File: src/rtl/alu_issue_ctrl.sv
// Issue front end for the combinational ALU. It registers one request at a time into the ALU,
// waits a fixed settle time, captures the result and returns it over a valid/ready response port.
module alu_issue_ctrl #(
  parameter int ALU_LAT = 1,
  parameter int CNT_W   = 16
) (
  input  logic             CLK,
  input  logic             RESET,
  input  logic             req_valid,
  output logic             req_ready,
  input  logic [4:0]       req_op,
  input  logic [7:0]       req_a,
  input  logic [7:0]       req_b,
  output logic [4:0]       OP,
  output logic [7:0]       inOne,
  output logic [7:0]       inTwo,
  input  logic [7:0]       res,
  input  logic             ZERO,
  output logic             rsp_valid,
  input  logic             rsp_ready,
  output logic [7:0]       rsp_res,
  output logic             rsp_zero,
  output logic             rsp_err,
  output logic [CNT_W-1:0] issue_count,
  output logic [CNT_W-1:0] zero_count
);

  typedef enum logic [1:0] {IDLE, EXEC, RESP} state_t;

  localparam logic [3:0] WAIT_INIT = 4'(ALU_LAT - 1);

  state_t           state_reg, state_next;
  logic [3:0]       wait_reg, wait_next;
  logic [4:0]       op_reg, op_next;
  logic [7:0]       a_reg, a_next;
  logic [7:0]       b_reg, b_next;
  logic [7:0]       res_reg, res_next;
  logic             zero_reg, zero_next;
  logic             err_reg, err_next;
  logic [CNT_W-1:0] issue_reg, issue_next;
  logic [CNT_W-1:0] zcnt_reg, zcnt_next;
  logic             accept;
  logic             legal;

  always_comb begin
    legal = 1'b0;
    case (req_op) inside
      5'b00000, 5'b00001, 5'b00010, 5'b00011, 5'b00111,
      5'b01000, 5'b01001, 5'b01010, 5'b01011, 5'b01100,
      5'b01111, 5'b100??: legal = 1'b1;
      default:            legal = 1'b0;
    endcase
  end

  always_comb begin
    state_next = state_reg;
    wait_next  = wait_reg;
    op_next    = op_reg;
    a_next     = a_reg;
    b_next     = b_reg;
    res_next   = res_reg;
    zero_next  = zero_reg;
    err_next   = err_reg;
    issue_next = issue_reg;
    zcnt_next  = zcnt_reg;

    req_ready = (state_reg == IDLE) || ((state_reg == RESP) && rsp_ready);
    accept    = req_valid && req_ready;

    case (state_reg)
      EXEC: begin
        if (wait_reg != 4'd0) begin
          wait_next = wait_reg - 4'd1;
        end else begin
          res_next   = res;
          zero_next  = ZERO;
          err_next   = 1'b0;
          state_next = RESP;
          if (ZERO && (zcnt_reg != {CNT_W{1'b1}}))
            zcnt_next = zcnt_reg + CNT_W'(1);
        end
      end
      RESP: begin
        if (rsp_ready)
          state_next = IDLE;
      end
      default: ;
    endcase

    // A request taken in RESP overrides the return to IDLE, giving back-to-back issue.
    if (accept) begin
      if (legal) begin
        op_next    = req_op;
        a_next     = req_a;
        b_next     = req_b;
        wait_next  = WAIT_INIT;
        state_next = EXEC;
        if (issue_reg != {CNT_W{1'b1}})
          issue_next = issue_reg + CNT_W'(1);
      end else begin
        res_next   = 8'd0;
        zero_next  = 1'b0;
        err_next   = 1'b1;
        state_next = RESP;
      end
    end
  end

  always_ff @(posedge CLK) begin
    if (RESET) begin
      state_reg <= IDLE;
      wait_reg  <= 4'd0;
      op_reg    <= 5'd0;
      a_reg     <= 8'd0;
      b_reg     <= 8'd0;
      res_reg   <= 8'd0;
      zero_reg  <= 1'b0;
      err_reg   <= 1'b0;
      issue_reg <= '0;
      zcnt_reg  <= '0;
    end else begin
      state_reg <= state_next;
      wait_reg  <= wait_next;
      op_reg    <= op_next;
      a_reg     <= a_next;
      b_reg     <= b_next;
      res_reg   <= res_next;
      zero_reg  <= zero_next;
      err_reg   <= err_next;
      issue_reg <= issue_next;
      zcnt_reg  <= zcnt_next;
    end
  end

  assign OP          = op_reg;
  assign inOne       = a_reg;
  assign inTwo       = b_reg;
  assign rsp_valid   = (state_reg == RESP);
  assign rsp_res     = res_reg;
  assign rsp_zero    = zero_reg;
  assign rsp_err     = err_reg;
  assign issue_count = issue_reg;
  assign zero_count  = zcnt_reg;

endmodule

File: config.mk
export PLATFORM = sky130hd
export DESIGN_NAME = alu_issue_ctrl
export DESIGN_NICKNAME = d
export VERILOG_FILES = /design/src/rtl/alu_issue_ctrl.sv
export SDC_FILE = /design/constraint.sdc
export NUM_CORES = 1
export LEC_CHECK = 0
export CAP_MARGIN = 20
export CORE_MARGIN = 10
export CORE_UTILIZATION = 40
export CTS_CLUSTER_DIAMETER = 40
export DETAILED_ROUTE_END_ITERATION = 7
export HOLD_SLACK_MARGIN = 0.06
export PLACE_DENSITY = 0.71
export SYNTH_ARGS = -nofsm -noshare
export SYNTH_HDL_FRONTEND = slang
export SYNTH_SLANG_ARGS = --single-unit
File: constraint.sdc
create_clock -name CLK -period 4.2 [get_ports CLK]
set_clock_uncertainty 0.15 [all_clocks]
set_input_delay 0.63 -clock CLK [delete_from_list [all_inputs] [get_ports CLK]]
set_output_delay 0.63 -clock CLK [all_outputs]
set_load 0.005 [all_outputs]
After elaboration in Yosys (flattened, before gate mapping)
Cells that the tools add are included.
{"block": "totals", "register_bits": 69, "inputBits": 34, "word_cells": 66}
{"block": "op_classes", "n_addsub": 3, "eq_ne": 17, "mux": 22, "bitwise_logic": 1, "reduce_logical": 13}
{"op": "$add A16 B1 Y16 const B", "n": 2}
{"op": "$mux W8", "n": 4}
{"op": "$ne A16 B16 Y1 const B", "n": 2}
{"op": "$eq A5 B4 Y1 const B", "n": 6}
{"op": "$mux W4", "n": 4}
{"op": "$reduce_or A12 Y1", "n": 1}
{"op": "$eq A5 B2 Y1 const B", "n": 2}
{"op": "$mux W1", "n": 9}
{"op": "$reduce_and A3 Y1", "n": 3}
{"op": "$mux W2", "n": 4}
{"op": "$eq A5 B1 Y1 const B", "n": 1}
{"op": "$eq A5 B3 Y1 const B", "n": 1}
{"op": "$logic_not A5 Y1", "n": 1}
{"op": "$pmux W2 S2", "n": 1}
{"op": "$reduce_bool A4 Y1", "n": 1}
{"op": "$sub A4 B1 Y4 const B", "n": 1}
{"op": "$eq A3 B3 Y1 const B", "n": 1}
{"op": "$logic_and A1 B1 Y1", "n": 3}
{"op": "$ne A3 B1 Y1 const B", "n": 1}
{"op": "$ne A3 B3 Y1 const B", "n": 1}
{"op": "$reduce_bool A3 Y1", "n": 1}
{"op": "$eq A2 B1 Y1 const B", "n": 1}
{"op": "$eq A2 B2 Y1 const B", "n": 1}
{"op": "$logic_not A2 Y1", "n": 1}
{"op": "other kinds (3)", "n": 3}

Longest topological paths before layout
Gate-level depths: netlist (run 1).
{"block": "logic_depth", "depth_word": 6, "depth_mapped": 8, "mapped_depth_nobuf": 7}

Worst setup path before layout (run 1)
OpenSTA, ideal clock, no wires.
{"block": "synth_path", "kind": "in2reg", "from": "in req_op[0]", "to": "reg issue_reg[7] (netlist: issue_count[7])", "setup_time_ns": 0.121, "arrival_ns": 2.188, "required_ns": 3.929, "slack_ns": 1.741, "stages": 6, "cell_sequence": "or3b_1 > and3_4 > or2_1 > buf_6 > nor4b_1 > mux2_2"}
{"block": "synth_between", "elab_chain_len": 4, "word_cells_on_any_way": 14, "classes_between": "eq/ne (10); mux (1); reduce/logical (3)"}
{"element": "start, declared", "line_no": "11", "source": "input logic [4:0] req_op,"}
{"element": "$eq A5 B1 Y1 (no source line), or another cell as far along"}
{"element": "$reduce_or A12 Y1 *", "line_no": "47", "source": "case (req_op) inside"}
{"element": "$mux W1 *", "line_no": "47"}
{"element": "$reduce_and A3 Y1 (no source line) *"}
{"element": "end signal, assigned", "line_no": "130", "source": "issue_reg <= issue_next;"}
{"element": "end, declared", "line_no": "40", "source": "logic [CNT_W-1:0] issue_reg, issue_next;"}
Mark *: on every way between the ends. The rest lies on a longest branch, timed or not.
A chain may end at the register's enable or synchronous reset.

Worst setup path in the final report (run 1)
{"block": "layout_path", "from": "in req_op[3]", "to": "reg issue_reg[7] (netlist: issue_count[7])"}
{"block": "layout_between", "elab_chain_len": 4, "word_cells_on_any_way": 15, "classes_between": "eq/ne (11); mux (1); reduce/logical (3)"}
{"element": "$eq A5 B1 Y1 (no source line), or another cell as far along"}
{"element": "$reduce_or A12 Y1 *", "line_no": "47"}
{"element": "$mux W1 *", "line_no": "47"}
{"element": "$reduce_and A3 Y1 (no source line) *"}
Marks and branches as above.

==> out/summary.md, run 1 <==
The worst hold margin is 0.304 ns. The first detailed-routing pass ran for 4 iterations. Cells with a size suffix above 1 make up 5.31% of the layout. In the final design database the tool counted 508 nets. The total overflow left after global routing is 0. The routed via count divided by cell count works out to 5.31. The number of CTS-inserted buffers is 9. The logs give 2,921 for the number of global-route vias before repair and 1.42 nW for the leakage power summed over all cells. Summing all non-filler instances in the final layout gives an area of 4270 sq um. The maximum number of pins on one net before global-route repair was 50.

Number of antenna violations at the first check in global routing: 0. Setup repair after global routing left no endpoint under its margin. STA classifies the critical path startpoint as a primary input. Across the run, the number of max-cap violations was 0. STA puts the critical path data arrival time at 3.06 ns. The top cell type by area accounts for 45.0% of the synthesized area. The setup path with the least slack is of type in2reg.

The count of distinct cell types in the synthesized netlist came out at 47. Final antenna-violating net count: 0. Clock period minus final worst setup slack: 2.99 ns. After layout, the worst path uses 71.2% of the clock period. The tools report the kind of end point of the critical path as a flip-flop.

The total buffers and inverters traversed by the critical path works out to 1. Summing the sequential cell areas from Yosys gives 45.0% of the chip area. In this run, synthesis inferred 0 flip-flops with an integrated enable. The H-tree depth was 3.

Synthesis inferred 69 register bits. The run gives 7370 sq um as the area of the core. Of all cell types, the one taking the most synthesized area is dfxtp_1. The slowest stage of the critical path is the clkdlybuf4s50_1 cell. In this run, post-CTS hold repair placed 0 buffers. IR analysis of the VDD net gives a maximum drop of 0.000126 V. The logs give 334 MHz for the maximum clock frequency and 0 for the count of antenna diodes in the layout. The average size of a mapped cell works out to 8.14 sq um. For this design the ratio of total power to cell area is 314 nW/um^2. The number of buffers inserted by port buffering was 98.

For the buffer depth of the longest clock path, the log shows 2. For this run, the leading register cell type out of synthesis is dfxtp_1. Traced cell by cell, the critical path runs through clkdlybuf4s50_1 -> or3b_1 -> and3_4 -> or2_1 -> nor4b_1 -> mux2_2. Number of max-slew violations in the final report: 0. The run gives 15.1% as the overall global routing resource usage.

On the worst path, the slowest cell contributes a delay of 0.52 ns. In the final routed layout, each cell accounts on average for 15.3 um. Setup total negative slack on the finished layout was measured at 0 ns. The count of routing violations after the opening detailed-route iteration is 80, and the worst setup timing slack at the placement stage is 0.860 ns.

Root cell of the clock tree: clkbuf_8. The die is 108 um tall. The fraction of registers with async set or reset after synthesis works out to 0%. On the critical path the largest part of the delay comes from simple AND/OR/NAND/NOR gates.

The run gives 414 as the net count of the mapped netlist. For the required time reported for the critical path endpoint, the log shows 4.27 ns. After synthesis, the cell types taking the most area are dfxtp_1 (45%), nand2_1 (9.4%), a21oi_1 (7.7%). For this run, the number of Yosys warnings is 0. TritonCTS built the clock tree.

The total die area came out at 11,600 sq um. The run gives 69 as the number of sinks handled by clock tree synthesis. The number of setup buffers added after CTS is 0. Synthesis handed over a netlist of 377 instances. Setup violations remaining at the end of the flow were counted as 0. The run gives 0 as the count of cells resized by post-cts repair. At the later pin of the worst-skew pair, clock insertion delay measures 0.33 ns.

For the first-pass GRT wire length, the log shows 14,400 um. In this run the cell area of the synthesized design comes to 3070 sq um. The width of the die came out at 108 um.

After clock tree synthesis, the clock-pin slew on the worst setup and hold paths is 0.06 ns. For the number of top-level pins, the log shows 99. For the number of vias in the routed layout, the log shows 3,027.

The transition at the pin with the smallest max-transition slack works out to 0.863 ns. The total number of placement rows is 31. In the synthesized netlist, the cells that appear most often are nand2_1 (77), dfxtp_1 (69), a21oi_1 (47). The last weighted congestion value of the routability-driven placer is 0.821, and the area overhead of the layout relative to synthesis is 38.9%. The logs give 0 for the hold violation total from the final report and 6520 um for the half-perimeter wire length after detailed placement.

The path class of the lowest-slack min-delay path was reg2reg. In this run the worst path has a maximum fanout of 25. The worst pin sits at a relative slew slack of 42.5%. For this run, design rule violations remaining after detail routing come to 0.

The most common cell in the synthesized netlist is nand2_1. The post-place instance area was 4120 sq um. Summing internal, switching and leakage power gives 1.34 mW. The final layout contains routed wiring with a total length of 8710 um. Across all setup checks in the final design, the least slack found is 1.21 ns. For the initial core utilization, the log shows 41.7%. The flow ran to the end, and the final reports show no timing, DRC or antenna violations.
==> report_power, final <==
group          internal, mW  total [mW]  switching (mW)  leakage (nW)
clock                 0.214       0.431           0.217        0.0731
sequential            0.681       0.701          0.0202         0.559
combinational         0.107       0.207          0.0997         0.785
total                  1.00        1.34           0.337          1.42
==> cell type report <==
type | count | area [sq um]
Timing Repair Buffer | 102 | 1010
Inverter | 5 | 18.8
Tap cell | 99 | 124
Sequential cell | 69 | 1380
Multi-Input combinational cell | 284 | 1590
Clock buffer | 11 | 141
Fill cell | 689 | 3100
==> cells in the final DEF, fill, tap and decap left out, drive strengths merged, types with 3 or more instances in the layout <==
cell	instances
mux2	4
clkbuf	11
nand4	5
nand2	77
nor3	6
ha	3
xnor2	6
or3	7
nor2	27
a21oi	47
inv	5
clkdlybuf4s50	97
and4	6
nor4	7
nand2b	3
buf	5
or4	4
a311oi	3
and2	5
o21ai	9
dfxtp	69
and3	3
nand3	15
o31ai	4
nor2b	9
xor2	7
nand4b	3
a31oi	3
==> final timing paths <==
path,start,to,slack [ns],cells past startpoint
worst min register to register,OP[0],OP[0],0.30,2
worst max register to register,wait_reg[0],zero_count[1],1.62,7
worst min-delay path,OP[0],OP[0],0.30,2
worst max-delay path,req_op[3],issue_count[7],1.21,6
==> worst min-delay path, stage by stage, from the launching register on <==
cell and delay, ns:
dfxtp_1 0.31, nand2_1 0.05, a21oi_1 0.05
==> stage by stage <==
stage / instances / utilization [%]
floorplan: 377 / -
global placement: 559 / 56.0
detailed placement: 559 / 56.0
CTS: 570 / 57.9
global route: 570 / 57.9
finish: 570 / 57.9
==> routing by layer <==
| layer | up-vias | GRT usage [%] | part of all wire [%] |
|---|---|---|---|
| met3 | 11 | 4.55 | 7.6 |
| met1 | 1415 | 17.3 | 41 |
| met4 | 0 | 5.82 | 1.1 |
| met5 | - | 0 | 0 |
| li1 | 1510 | - | - |
| met2 | 91 | 25.7 | 50 |
==> logic make-up after synthesis <==
logic type | after synthesis | share of synthesized area [%]
simple gates | 186 | 30.4
compound gates | 76 | 14.4
flops | 69 | 45.0
buf+inv | 24 | 3.18
xor+xnor | 13 | 3.71
mux | 6 | 2.12
fa+ha+maj | 3 | 1.22
Note: power is estimated with default switching activity, not from simulation.
==> run 2, diff against run 1 <==
PLACE_DENSITY = 0.74   (was 0.71)
clock period = 2.6 ns   (was 4.2 ns; I/O delays follow)
==> run 2 against run 1 <==
Via count rose by 4.0%. Largest power group unchanged. Cell area rose by 4.4%. Wire length rose by 3.0%. Clock-buffer cell count rose by 3. Clock power rose by 85%. First-iteration DRC count rose by 20%. Final cell count rose by 4.2%. Worst hold slack got worse by 0.0086 ns. Flip-flop and latch count did not move. Combinational power rose by 78%. Setup slack got worse by 1.0 ns. Non-clock buffer count rose by 20.
==> out/summary.md, run 2 (synthesis results as in run 1) <==
The kind of start point of the critical path is a primary input (unchanged). For the number of buffers added to fix hold violations after cts, the log shows 0 (unchanged). Kind of critical path: in2reg (unchanged). The areal power density over the cells was 516 nW/um^2 (was 314 nW/um^2). Floorplan die height: 108 um (unchanged).

The tools report the startpoint of the tightest hold check path as RESET (was OP[0]). The run gives 96 (was 80) as the count of routing violations after the opening detailed-route iteration. The number of vias in the routed layout is 3,147 (was 3,027), and the hold violation total from the final report is 0 (unchanged). The tools report the register-to-register setup slack as 0.38 ns (was 1.62 ns). The most common cell after layout, fill and taps aside is clkdlybuf4s50_1 (unchanged). The final layout net count was 528 (was 508); the post-place instance area was 4270 sq um (was 4120 sq um). The kind of end point of the critical path is a flip-flop (unchanged).

For the number of iterations in the first detailed-routing pass, the log shows 4 (unchanged). The area of the core is 7370 sq um (unchanged), and the clock-pin slew on the worst setup and hold paths is 0.07 ns (was 0.06 ns). The number of CTS-inserted buffers was 9 (unchanged); the number of inserted filler cells in the final layout was 648 (was 689). The maximum resistive drop on vdd is 0.000283 V (was 0.000126 V), and the H-tree depth is 3 (unchanged). The run gives 11,600 sq um (unchanged) as the total die area. The tools report the root cell of the clock tree as clkbuf_8 (unchanged). The number of global-route vias before repair was 3,099 (was 2,921). The share of post-route cells with drive strength above 1 was 9.70% (was 5.31%). The worst path needs 2.43 ns of the cycle, external delays included. The logs give 0 (unchanged) for the number of setup buffers added after CTS and 1590 sq um (unchanged) for the footprint of the multi-input gates.

First-pass GRT wire length: 14,500 um (was 14,400 um). The run gives 0.295 ns (was 0.304 ns) as the worst hold margin. The logs give 31 (unchanged) for the total number of placement rows and 0 (unchanged) for the number of endpoints failing setup at the final stage.

The maximum net fanout on the critical path came out at 11 (was 25). The logs give 2.30 mW (was 1.34 mW) for the overall power after layout and 0 (unchanged) for the count of antenna diodes in the layout. The run finished with clean final reports. The tools report the number of placed instances with taps included as 579 (was 559).

The run gives 41.7% (unchanged) as the initial core utilization. The routed via count divided by cell count was 5.30 (was 5.31); the leakage power summed over all cells was 1.53 nW (was 1.42 nW). The utilization after layout came out at 60.4% (was 57.9%). The run gives 0 (unchanged) as the number of antenna violations at the first check in global routing. The path class of the lowest-slack min-delay path was in2reg (was reg2reg). The logs give 99 (unchanged) for the number of top-level pins and 0 (unchanged) for the global route total overflow. Maximum clock frequency: 412 MHz. The half-perimeter wire length after detailed placement was 6840 um (was 6520 um). Terminating pin of the worst hold path: issue_count[1] (was OP[0]). The final wirelength is 8970 um (was 8710 um).

Setup repair after global routing left no endpoint under its margin. The logs give 594 (was 570) for the number of standard cells in the layout, taps in and fillers out and 71.7% (was 42.5%) for the headroom to the max-slew limit. The required time reported for the critical path endpoint was 2.68 ns (was 4.27 ns); the combined flip-flop and latch cell area was 1380 sq um (unchanged). The cell count of the worst reg-to-reg path was 7 (unchanged); the max-cap violation count was 0 (unchanged).

For the final non-filler cell area, the log shows 4450 sq um (was 4270 sq um). The overall global routing resource usage is 15.4% (was 15.1%), and the transition at the pin with the smallest max-transition slack is 0.421 ns (was 0.863 ns). The width of the die is 108 um (unchanged), and the area overhead of the layout relative to synthesis is 45.0% (was 38.9%). The startpoint of the lowest-slack register-to-register path is wait_reg[0] (unchanged). The logs give 2 (unchanged) for the buffer depth of the longest clock path and 0 ns (unchanged) for the final setup TNS.

The logs give 0.34 ns (was 0.33 ns) for the clock latency on the worst-skew pair and 0 (unchanged) for the final antenna-violating net count. The number of buffers inserted by port buffering is 98 (unchanged), and the number of max-slew violations in the final report is 0 (unchanged). The final worst setup slack came out at 0.170 ns (was 1.21 ns). After layout, the worst path uses 93.5% of the clock period.

The worst setup timing slack at the placement stage was -0.179 ns (was 0.860 ns); the endpoint arrival time on the critical path was 2.51 ns (was 3.06 ns). Leading cell types in the layout, fill and taps excluded: clkdlybuf4s50_1 (97), nand2_1 (77), dfxtp_1 (69) (unchanged). The wire length per cell was 15.1 um (was 15.3 um). TritonCTS built the clock tree. Maximum number of pins on one net before global-route repair: 28 (was 50). The number of remaining DRC errors came out at 0 (unchanged).

The critical path launch point was req_op[3] (unchanged). The hold-critical path depth came out at 2 (unchanged). For the count of cells resized by post-cts repair, the log shows 0 (unchanged).

Destination of the worst register-to-register timing path: zero_count[7] (was zero_count[1]). The number of sinks handled by clock tree synthesis came out at 69 (unchanged). For the last weighted congestion value of the routability-driven placer, the log shows 0.805 (was 0.821).
==> run 2: cell count changes in the layout (fill, tap and decap cells not counted), sizes merged <==
cell	previous run	this run
clkbuf	11	14
buf	5	25
clkinv	0	1
==> run 2: how the worst max path moves through the flow <==
stage | endpoint
after detailed placement | issue_count[9]
after floorplan | issue_count[7]
after global routing | issue_count[7]
after global placement | issue_count[8]
final | issue_count[9]
after CTS | issue_count[9]
==> run 2: area by class of cell <==
type,instances,share of cell area [%]
clock buffers,14,3.88
clock inverters,1,0.112
inverters,5,0.422
multi-input cells,284,35.8
flip-flops and latches,69,31.0
well taps,99,2.78
repair buffers,122,26.0
==> run 2: routing by layer <==
layer,up-vias,part of all wire [%],GRT usage (%)
met5,-,0,0
met1,1505,41,16.8
met2,75,52,27.3
met3,13,6.0,3.83
met4,0,1.8,7.06
li1,1554,-,-
==> run 2: critical path: stages <==
cell             delay [ns]
clkdlybuf4s50_1        0.47
or3b_1                 0.39
and3_4                 0.19
or2_1                  0.22
buf_4                  0.18
nor4_1                 0.32
mux2_2                 0.37
==> run 2: where the power goes <==
part / switching, mW / internal, mW / leakage, nW / total (mW)
Clock: 0.379 / 0.419 / 0.0926 / 0.798
Sequential: 0.0323 / 1.10 / 0.559 / 1.13
Combinational: 0.168 / 0.200 / 0.881 / 0.368
==> run 3, diff against run 2 <==
CORE_ASPECT_RATIO = 0.9   (was default)
==> run 3 against run 2 <==
Total power rose by 5.6%. Utilization fell by 1.3 points. Non-clock buffer count fell by 6. Critical endpoint is now issue_count[7].
==> out/summary.md, run 3 (synthesis results as in run 1) <==
The final non-filler cell area is 4440 sq um (was 4450 sq um). The areal power density over the cells is 547 nW/um^2 (was 516 nW/um^2), and the final layout net count is 522 (was 528). The maximum clock frequency was 399 MHz (was 412 MHz); the number of iterations in the first detailed-routing pass was 4 (unchanged). The number of inserted filler cells in the final layout was 679 (was 648).

Wire length per cell: 14.9 um (was 15.1 um). The number of sinks handled by clock tree synthesis was 69 (unchanged); the final worst setup slack was 0.0964 ns (was 0.170 ns). The logs give 0 (unchanged) for the global route total overflow and 14.9% (was 15.4%) for the overall global routing resource usage. The kind of critical path is in2reg (unchanged).

The total buffers and inverters traversed by the critical path works out to 1 (was 2). The slowest library cell on the worst path was clkdlybuf4s50_1 (unchanged). The switching share of power is 24.8% (was 25.2%).

The tools report the switching component of the power as 602 uW (was 580 uW). The area overhead of the layout relative to synthesis was 44.5% (was 45.0%); the floorplan die height was 103 um (was 108 um). The tools report the number of endpoints failing setup at the final stage as 0 (unchanged).

Leading cell types in the layout, fill and taps excluded: clkdlybuf4s50_1 (97), nand2_1 (77), dfxtp_1 (69) (unchanged). The tools report the number of global-route vias before repair as 2,931 (was 3,099). The transition at the pin with the smallest max-transition slack came out at 0.487 ns (was 0.421 ns). Setup repair after global routing left no endpoint under its margin. For the last weighted congestion value of the routability-driven placer, the log shows 0.829 (was 0.805). The tools report the root cell of the clock tree as clkbuf_8 (unchanged). The logs give 40.9% (was 41.7%) for the initial core utilization and 0 (unchanged) for the number of antenna violations at the first check in global routing. The clock network power share was 38.7% (was 34.7%).

Delay of the slowest critical-path stage: 0.48 ns (was 0.47 ns). Utilization after layout: 59.1% (was 60.4%). The cell family contributing the most delay on the critical path is simple AND/OR/NAND/NOR gates (unchanged).

The hold violation total from the final report was 0 (unchanged). The buffer depth of the longest clock path was 2 (unchanged). The number of placed instances with taps included is 570 (was 579), and the max-cap violation count is 0 (unchanged). Overall power after layout: 2.43 mW (was 2.30 mW). The routed via count divided by cell count came out at 5.22 (was 5.30).

Half-perimeter wire length after detailed placement: 6560 um (was 6840 um). The tools report the final setup TNS as 0 ns (unchanged). The area of the core was 7510 sq um (was 7370 sq um).

The tools report the number of standard cells in the layout, taps in and fillers out as 585 (was 594). The tools report the post-place instance area as 4230 sq um (was 4270 sq um). Clock latency on the worst-skew pair: 0.33 ns (was 0.34 ns). The number of top-level pins was 99 (unchanged). The internal power contribution is 1.82 mW (was 1.72 mW).

For the footprint of the multi-input gates, the log shows 1590 sq um (unchanged). The tools report the count of routing violations after the opening detailed-route iteration as 103 (was 96). The run gives 1.51 nW (was 1.53 nW) as the leakage power summed over all cells. The share of post-route cells with drive strength above 1 is 9.00% (was 9.70%), and the H-tree depth is 3 (unchanged).

The width of the die is 112 um (was 108 um). Required time reported for the critical path endpoint: 2.67 ns (was 2.68 ns). For the number of setup buffers added after CTS, the log shows 0 (unchanged).

The final critical-path share of the clock period is 96.3% (was 93.5%). The number of buffers added to fix hold violations after cts was 0 (unchanged). Cells along the critical path: clkdlybuf4s50_1 -> or3b_1 -> and3_4 -> or2_1 -> nor4b_1 -> mux2_2 (was clkdlybuf4s50_1 -> or3b_1 -> and3_4 -> or2_1 -> buf_4 -> nor4_1 -> mux2_2). The headroom to the max-slew limit is 67.2% (was 71.7%). The number of remaining DRC errors was 0 (unchanged).

For the worst hold margin, the log shows 0.302 ns (was 0.295 ns). Final wirelength: 8730 um (was 8970 um). The logs give 9 (unchanged) for the number of CTS-inserted buffers and 0 (unchanged) for the count of antenna diodes in the layout. The run finished with clean final reports. The number of vias in the routed layout is 3,052 (was 3,147).

For the combined flip-flop and latch cell area, the log shows 1380 sq um (unchanged). The tools report the kind of end point of the critical path as a flip-flop (unchanged). The number of buffers inserted by port buffering was 98 (unchanged). The total number of placement rows was 30 (was 31); the maximum net fanout on the critical path was 14 (was 11).

For the total die area, the log shows 11,600 sq um (about the same). The run gives 2.57 ns (was 2.51 ns) as the endpoint arrival time on the critical path. The most common cell after layout, fill and taps aside is clkdlybuf4s50_1 (unchanged).

TritonCTS built the clock tree. The register share of total power was 46.6% (was 49.3%); the first-pass GRT wire length was 14,400 um (was 14,500 um). The clock-pin slew on the worst setup and hold paths is 0.07 ns (about the same), and the worst setup timing slack at the placement stage is -0.235 ns (was -0.179 ns).

The maximum resistive drop on vdd came out at 0.000318 V (was 0.000283 V). For the number of max-slew violations in the final report, the log shows 0 (unchanged). The path class of the lowest-slack min-delay path was in2reg (unchanged).

The final antenna-violating net count was 0 (unchanged). The clock period minus final worst setup slack was 2.50 ns (was 2.43 ns); the logic gate share of total power was 14.7% (was 16.0%). The run gives 0 (unchanged) as the count of cells resized by post-cts repair. The kind of start point of the critical path was a primary input (unchanged).

The maximum number of pins on one net before global-route repair was 29 (was 28).
run 3: final timing paths:
| path | from | to | slack, ns | depth (start not counted) |
|---|---|---|---|---|
| worst max-delay path | req_op[3] | issue_count[7] | 0.1 | 6 |
| worst min-delay path | RESET | issue_count[6] | 0.30 | 2 |
| worst max register to register | wait_reg[0] | zero_count[5] | 0.36 | 7 |
| worst min register to register | inOne[2] | inOne[2] | 0.31 | 2 |
run 3: layout make-up:
class / instances / area share, %
multi-input combinational: 284 / 35.9
sequential: 69 / 31.1
clock inverter: 6 / 2.00
clock buffer: 9 / 2.79
tap: 96 / 2.71
timing repair buffer: 116 / 25.0
inverter: 5 / 0.423
run 3: metal layers:
metal  up-vias  GRT usage, %  part of all wire, %
met3         6          6.98                  9.0
met1      1398          18.1                   44
met4         0          3.90                 0.88
li1       1538             -                    -
met5         -             0                    0
met2       110          23.5                   46
run 3: worst reg2reg max path, delay by kind of cell, from the launching register on:
family | cells | cell delay, ns
AND/OR/NAND/NOR | 3 | 1.10
buffers and inverters | 1 | 0.06
AO/OA/AOI/OAI | 2 | 0.33
flip-flops | 1 | 0.34
adder cells (fa/ha/maj) | 1 | 0.19
run 3: power by group through the flow:
stage                     clock [mW]  sequential (mW)  combinational (mW)
after CTS                      0.961             1.13               0.361
after global placement             0             1.15               0.354
after global routing            1.01             1.14               0.394
final                          0.939             1.13               0.356
after floorplan                    0             1.15               0.161
after detailed placement           0             1.16               0.358
